`src/rtl/parity_stream_unit.sv`:
```
// Bit-serial parity generator/checker: appends a parity bit to each DATA_BITS frame,
// or strips and verifies it, behind a single-entry output register with valid/ready.
module parity_stream_unit #(
  parameter int DATA_BITS = 8,
  parameter int CNT_W     = 8
) (
  input  logic             clk,
  input  logic             reset,
  input  logic             mode_odd,
  input  logic             mode_check,
  input  logic             in_valid,
  output logic             in_ready,
  input  logic             in_bit,
  output logic             out_valid,
  input  logic             out_ready,
  output logic             out_bit,
  output logic             out_last,
  output logic             err,
  output logic [CNT_W-1:0] err_count
);

  localparam int IDX_W = (DATA_BITS > 1) ? $clog2(DATA_BITS) : 1;

  typedef enum logic [1:0] {
    ST_DATA = 2'd0,
    ST_PAR  = 2'd1,
    ST_CHK  = 2'd2
  } state_t;

  state_t           r_state;
  state_t           w_state_next;
  logic [IDX_W-1:0] r_idx;
  logic             r_acc;
  logic             r_mo;
  logic             r_mc;

  logic w_free;
  logic w_first;
  logic w_last;
  logic w_mc_eff;
  logic w_load_data;
  logic w_load_par;
  logic w_chk_xfer;
  logic w_mismatch;

  assign w_free     = !out_valid || out_ready;
  assign w_first    = (r_idx == '0);
  assign w_last     = (r_idx == IDX_W'(DATA_BITS - 1));
  // The first bit of a frame must already obey the mode it is latching.
  assign w_mc_eff   = w_first ? mode_check : r_mc;
  assign w_mismatch = (r_acc ^ in_bit) != r_mo;

  always_ff @(posedge clk) begin
    if (reset) r_state <= ST_DATA;
    else       r_state <= w_state_next;
  end

  // NOTE: every always_comb output gets a default first, otherwise a path that
  // skips an assignment infers a latch.
  always_comb begin
    w_state_next = r_state;
    in_ready     = 1'b0;
    w_load_data  = 1'b0;
    w_load_par   = 1'b0;
    w_chk_xfer   = 1'b0;
    case (r_state)
      ST_DATA: begin
        in_ready = w_free;
        if (in_valid && w_free) begin
          w_load_data = 1'b1;
          if (w_last) w_state_next = w_mc_eff ? ST_CHK : ST_PAR;
        end
      end
      ST_PAR: begin
        if (w_free) begin
          w_load_par   = 1'b1;
          w_state_next = ST_DATA;
        end
      end
      ST_CHK: begin
        in_ready = 1'b1;
        if (in_valid) begin
          w_chk_xfer   = 1'b1;
          w_state_next = ST_DATA;
        end
      end
      default: w_state_next = ST_DATA;
    endcase
  end

  // NOTE: registered state uses non-blocking assignments so every flop samples
  // pre-edge values regardless of statement order.
  always_ff @(posedge clk) begin
    if (reset) begin
      out_valid <= 1'b0;
      out_bit   <= 1'b0;
      out_last  <= 1'b0;
      err       <= 1'b0;
      err_count <= '0;
      r_idx     <= '0;
      r_acc     <= 1'b0;
      r_mo      <= 1'b0;
      r_mc      <= 1'b0;
    end else begin
      err <= 1'b0;

      if (w_load_data) begin
        out_bit   <= in_bit;
        out_last  <= w_last && w_mc_eff;
        out_valid <= 1'b1;
        r_acc     <= r_acc ^ in_bit;
        r_idx     <= w_last ? '0 : r_idx + IDX_W'(1);
        if (w_first) begin
          r_mo <= mode_odd;
          r_mc <= mode_check;
        end
      end else if (w_load_par) begin
        out_bit   <= r_acc ^ r_mo;
        out_last  <= 1'b1;
        out_valid <= 1'b1;
        r_acc     <= 1'b0;
      end else if (w_free) begin
        out_valid <= 1'b0;
      end

      if (w_chk_xfer) begin
        err   <= w_mismatch;
        r_acc <= 1'b0;
        if (w_mismatch && (err_count != {CNT_W{1'b1}}))
          err_count <= err_count + CNT_W'(1);
      end
    end
  end

endmodule

```
`config.mk`:
```
export PLATFORM = sky130hd
export DESIGN_NAME = parity_stream_unit
export DESIGN_NICKNAME = d
export VERILOG_FILES = /design/src/rtl/parity_stream_unit.sv
export SDC_FILE = /design/constraint.sdc
export NUM_CORES = 1
export LEC_CHECK = 0
export CAP_MARGIN = 10
export CORE_MARGIN = 2
export CORE_UTILIZATION = 50
export CTS_BUF_LIST = sky130_fd_sc_hd__clkbuf_16
export CTS_CLUSTER_SIZE = 16
export DETAILED_ROUTE_END_ITERATION = 6
export GPL_ROUTABILITY_DRIVEN = 0
export PLACE_DENSITY_LB_ADDON = 0.1
export SKIP_LAST_GASP = 1
export SLEW_MARGIN = 20
export SYNTH_ARGS = -nofsm -noshare
export SYNTH_HDL_FRONTEND = slang
export SYNTH_SLANG_ARGS = --single-unit
export TNS_END_PERCENT = 100
```
`constraint.sdc`:
```
create_clock -name clk -period 4.7 [get_ports clk]
set_input_delay 1.41 -clock clk [delete_from_list [all_inputs] [get_ports clk]]
set_output_delay 1.41 -clock clk [all_outputs]
set_load 0.02 [all_outputs]
```
Word-level counts from Yosys, hierarchy flattened
Cells that the tools add are included.
- add/sub/neg operators: 2
- multipliers: 0
- div/mod/pow operators: 0
- order comparisons: 0
- eq/ne operators: 9
- shift operators: 0
- multiplexer cells: 24
- bitwise logic cells: 3
- reduce and logical (&&, ||, !) cells: 14
- operators with widths (cell ; count):
    $mux 1 ; 16
    $mux 2 ; 5
    $add 8x1->8 const B ; 1
    $ne 2x2->1 const B ; 4
    $ne 8x8->1 const B ; 1
    $pmux 2 s3 ; 1
    $reduce_and 2->1 ; 2
    $reduce_and 4->1 ; 1
    $reduce_or 2->1 ; 2
    $add 3x1->3 const B ; 1
    $eq 3x3->1 const B ; 1
    $logic_and 1x1->1 ; 3
    $logic_not 3->1 ; 1
    $mux 3 ; 1
    $reduce_bool 3->1 ; 1
    $eq 2x1->1 const B ; 1
    $eq 2x2->1 const B ; 1
    $logic_not 2->1 ; 1
    $pmux 1 s2 ; 1
    $reduce_bool 2->1 ; 1
    $xor 1x1->1 ; 2
    $logic_not 1->1 ; 1
    $logic_or 1x1->1 ; 1
    $ne 1x1->1 ; 1
    $not 1->1 ; 1
- flip-flop bits (word level): 20
- bits in latches: 0
- RAM bits: 0
- memory bits (read-only): 0
- bits of input ports: 7
- output and inout port bits: 13
- word-level logic and storage cells: 62
- memories: 0

Logic depth before layout (Yosys ltp)
Gate-level depths: netlist of run 1.
- depth in word-level cells: 6
- gate-level depth with buffers: 6
- gate-level depth less buffers: 6

Worst setup path after synthesis of run 1
OpenSTA, ideal clock, no wires.
- path type: in2out
- from: in out_ready
- to: out in_ready
- arrival: 1.912 ns
- required time: 3.290 ns
- path slack: 1.378 ns
- stages on the path: 3
- buffers on the path: 0
- cells stage by stage: nand2b_1 -> nor2_1 -> nor2_1
- word-level cells in the longest chain between the ends: 2
- ends and longest elaborated chain (what ; RTL line ; source):
    from (decl) ; 15 ; input logic out_ready,
    $logic_or 1x1->1 ; 46 ; assign w_free = !out_valid || out_ready;
    $pmux 1 s2 ; 66 ; case (r_state)
    to (decl) ; 12 ; output logic in_ready,
Every way passes these cells.

Final worst setup path of run 1
Ends and elaborated chain as after synthesis.

==> results.sh, run 1 <==
export IMPL_syn_cell_area_sq_um=1020
export IMPL_grt_util_all_layers=0.186
export IMPL_num_rows=16
export IMPL_yosysUniqueCellTypes=31
export IMPL_layout_core_utilization=0.667
export IMPL_die_height_um=49.2
export IMPL_critPathMaxFanout=5
export IMPL_fp_dieArea_sq_um=2420
export IMPL_clockRootBuffer="sky130_fd_sc_hd__clkbuf_16"
export IMPL_drt_initial_drc_count=20
export IMPL_wire_length_of_the_first_global_routing_pass_um=3580
export IMPL_postRouteWirelength_um=2040
export IMPL_post_synth_top_count_cell="sky130_fd_sc_hd__dfxtp_1"
export IMPL_flip_flop_count_of_the_largest_register_after_layout=8
export IMPL_outcome="finished, final reports clean"
export IMPL_ys_async_sr_fraction=0
export IMPL_areaGrowthSynthToFinish_pct=26.7
export IMPL_largest_register="err_count"
export IMPL_postCtsResizedCells=0
export IMPL_synth_largest_area_cell="sky130_fd_sc_hd__dfxtp_1"
export IMPL_io_buffers=19
export IMPL_period_share=0.906
export IMPL_fill_cells=171
export IMPL_number_of_hold_slack_violations_in_the_final_timing_report=0
export IMPL_max_slew_margin=0.492
export IMPL_synth_top_cells_by_area="sky130_fd_sc_hd__dfxtp_1, sky130_fd_sc_hd__mux2i_1, sky130_fd_sc_hd__nor2_1"
export IMPL_ys_flop_type="sky130_fd_sc_hd__dfxtp_1"
export IMPL_critical_path_startpoint="out_ready"
export IMPL_reg2reg_from="r_mo$_SDFFE_PP0P_"
export IMPL_layout_area_seq_sq_um=400
export IMPL_cts_made_buffers=3
export IMPL_hold_path_class="flop to flop"
export IMPL_initial_core_util=0.526
export IMPL_start_point_of_the_worst_hold_path="out_bit$_SDFFE_PP0P_"
export IMPL_flop_and_latch_count_out_of_synthesis=20
export IMPL_share_clk_of_total_power=0.437
export IMPL_grt_max_degree=23
export IMPL_setup_worst_path_start_class="input pin"
export IMPL_io_pins=20
export IMPL_final_layout_size_suffix_gt1_frac=0.0370
export IMPL_final_nets=148
export IMPL_power_density_nw_per_um2=303
export IMPL_hold_buffers=0
export IMPL_timing_final_crit_period_ns=4.26
export IMPL_drt_vias_per_instance=5.78
export IMPL_max_slew_worst_pin_slew_ns=0.760
export IMPL_yosysWarnings=0
export IMPL_power_switching_mw=0.0837
export IMPL_part_of_the_total_power_dissipated_in_combinational_logic=0.107
export IMPL_diodes=0
export IMPL_final_max_slew_viol_count=0
export IMPL_syn_nets=129
export IMPL_worstSkewPairLatency_ns=0.25
export IMPL_tns_ns=0
export IMPL_post_dp_cell_area_sq_um=1220
export IMPL_synth_top_area_frac=0.392
export IMPL_layout_top_registers="err_count x8, r_idx x3, r_state x2"
export IMPL_finalHoldWorstSlack_ns=0.511
export IMPL_worstSetupPathType="input pin to output port"
export IMPL_cts_max_path_buffers=2
export IMPL_cts_htree_levels=1
export IMPL_cell_count_after_synthesis=118
export IMPL_share_seq_of_total_power=0.456
export IMPL_post_layout_total_power_mw=0.392
export IMPL_synth_enable_flop_cells=0
export IMPL_critPathArrivalTime_ns=2.85
export IMPL_swShare=0.213
export IMPL_coreArea_sq_um=1940
export IMPL_floorplan_die_width_um=49.2
export IMPL_postRouteAntennaNets=0
export IMPL_skew_final_ns=0.00371
export IMPL_vdd_ir_drop_max_mv=0.242
export IMPL_antenna_found_initial=0
export IMPL_unrepaired_setup_endpoints_after_global_routing="false"
export IMPL_drv_cap=0
export IMPL_critPathRequiredTime_ns=3.29
export IMPL_maxClockFrequency_ghz=0.235
export IMPL_multi_input_area_sq_um=577
export IMPL_report_final_setup_viol=0
export IMPL_cp_end_kind="output port"
export IMPL_tritoncts="built"
export IMPL_avg_synthesized_cell_area_sq_um=8.66
export IMPL_clk_pin_slew_ns=0.05
export IMPL_post_cts_buffers=0
export IMPL_drt_drc_violations_left=0
export IMPL_drt_pass1_iter_count=4
export IMPL_globalRouteOverflowTotal=0
export IMPL_clock_sink_count=20
export IMPL_final_design_area_no_fill_sq_um=1290
export IMPL_dr_total_vias=936
export IMPL_share_of_the_yosys_chip_area_belonging_to_registers=0.392
export IMPL_p_leak_nw=0.472
export IMPL_place_hpwl_um=1460
export IMPL_route_detailed_wl_per_inst_um=12.6
export IMPL_p_int_mw=0.308
export IMPL_synthTopCellsByCount="sky130_fd_sc_hd__dfxtp_1, sky130_fd_sc_hd__nor2_1, sky130_fd_sc_hd__nor3_1"
export IMPL_vias_in_the_first_global_route=877
critical path, cell delays in order:
cell	delay, ns
sky130_fd_sc_hd__clkdlybuf4s50_1	0.47
sky130_fd_sc_hd__nand2b_1	0.19
sky130_fd_sc_hd__nor2_1	0.08
sky130_fd_sc_hd__nor2_1	0.09
sky130_fd_sc_hd__clkdlybuf4s50_1	0.60
layer usage:
metal	wire, um	vias to the layer above	track usage
met3	86	4	0.0337
met2	952	27	0.309
met5	0	-	0
met1	984	442	0.237
met4	20	0	0.0714
li1	-	463	-
through the flow:
| stage | std cells | setup WS (ns) |
|---|---|---|
| 3_5_place_dp | 159 | 0.435 |
| 5_1_grt | 162 | 0.344 |
| 4_1_cts | 162 | 0.433 |
| 2_1_floorplan | 118 | 1.38 |
| 6_report | 162 | 0.441 |
| 3_3_place_gp | 159 | 0.465 |
cell usage in the layout, fill, tap and decap left out, drive strengths merged, types with 2 or more instances in the layout:
cell type and instances:
a211oi 3, a21oi 6, a31oi 3, a32oi 2, and3 2, clkbuf 3, clkdlybuf4s50 19, dfxtp 20
ha 4, inv 5, mux2 2, mux2i 6, nand2 5, nand2b 5, nand3 5, nand3b 2
nand4 2, nor2 15, nor2b 4, nor3 9, nor4 3, o31ai 2, or2 2
power groups by stage:
stage / clock, mW / sequential [mW] / combinational, mW
finish: 0.171 / 0.179 / 0.0420
global route: 0.180 / 0.180 / 0.0461
CTS: 0.173 / 0.179 / 0.0426
detailed placement: 0 / 0.183 / 0.0423
floorplan: 0 / 0.184 / 0.0259
global placement: 0 / 0.182 / 0.0410
kinds of logic after synthesis:
kind of cell / count (synthesis) / share of synthesized area
simple gates: 56 / 0.289
flops: 20 / 0.392
compound gates: 18 / 0.115
buf+inv: 10 / 0.0441
mux: 8 / 0.0808
fa+ha+maj: 4 / 0.0490
xor+xnor: 2 / 0.0306
layout make-up:
type,instances,share of cell area
multi-input combinational,88,0.445
sequential,20,0.309
timing repair buffer,19,0.147
clock buffer,3,0.0580
tap,27,0.0261
inverter,5,0.0145
worst paths after layout:
path         cells past startpoint                        end  slack (ns)
max                              5                   in_ready        0.44
min                              2       out_bit$_SDFFE_PP0P_        0.51
max reg2reg                      4  err_count[4]$_SDFFE_PP0P_        2.82
min reg2reg                      2       out_bit$_SDFFE_PP0P_        0.51
Power figures use the tool's default switching activity.
==> run 2: changes to the inputs <==
CAP_MARGIN = 25   (was 10)
==> results of run 2 <==
No change in the layout: final DEF, timing and power equal those of run 1.
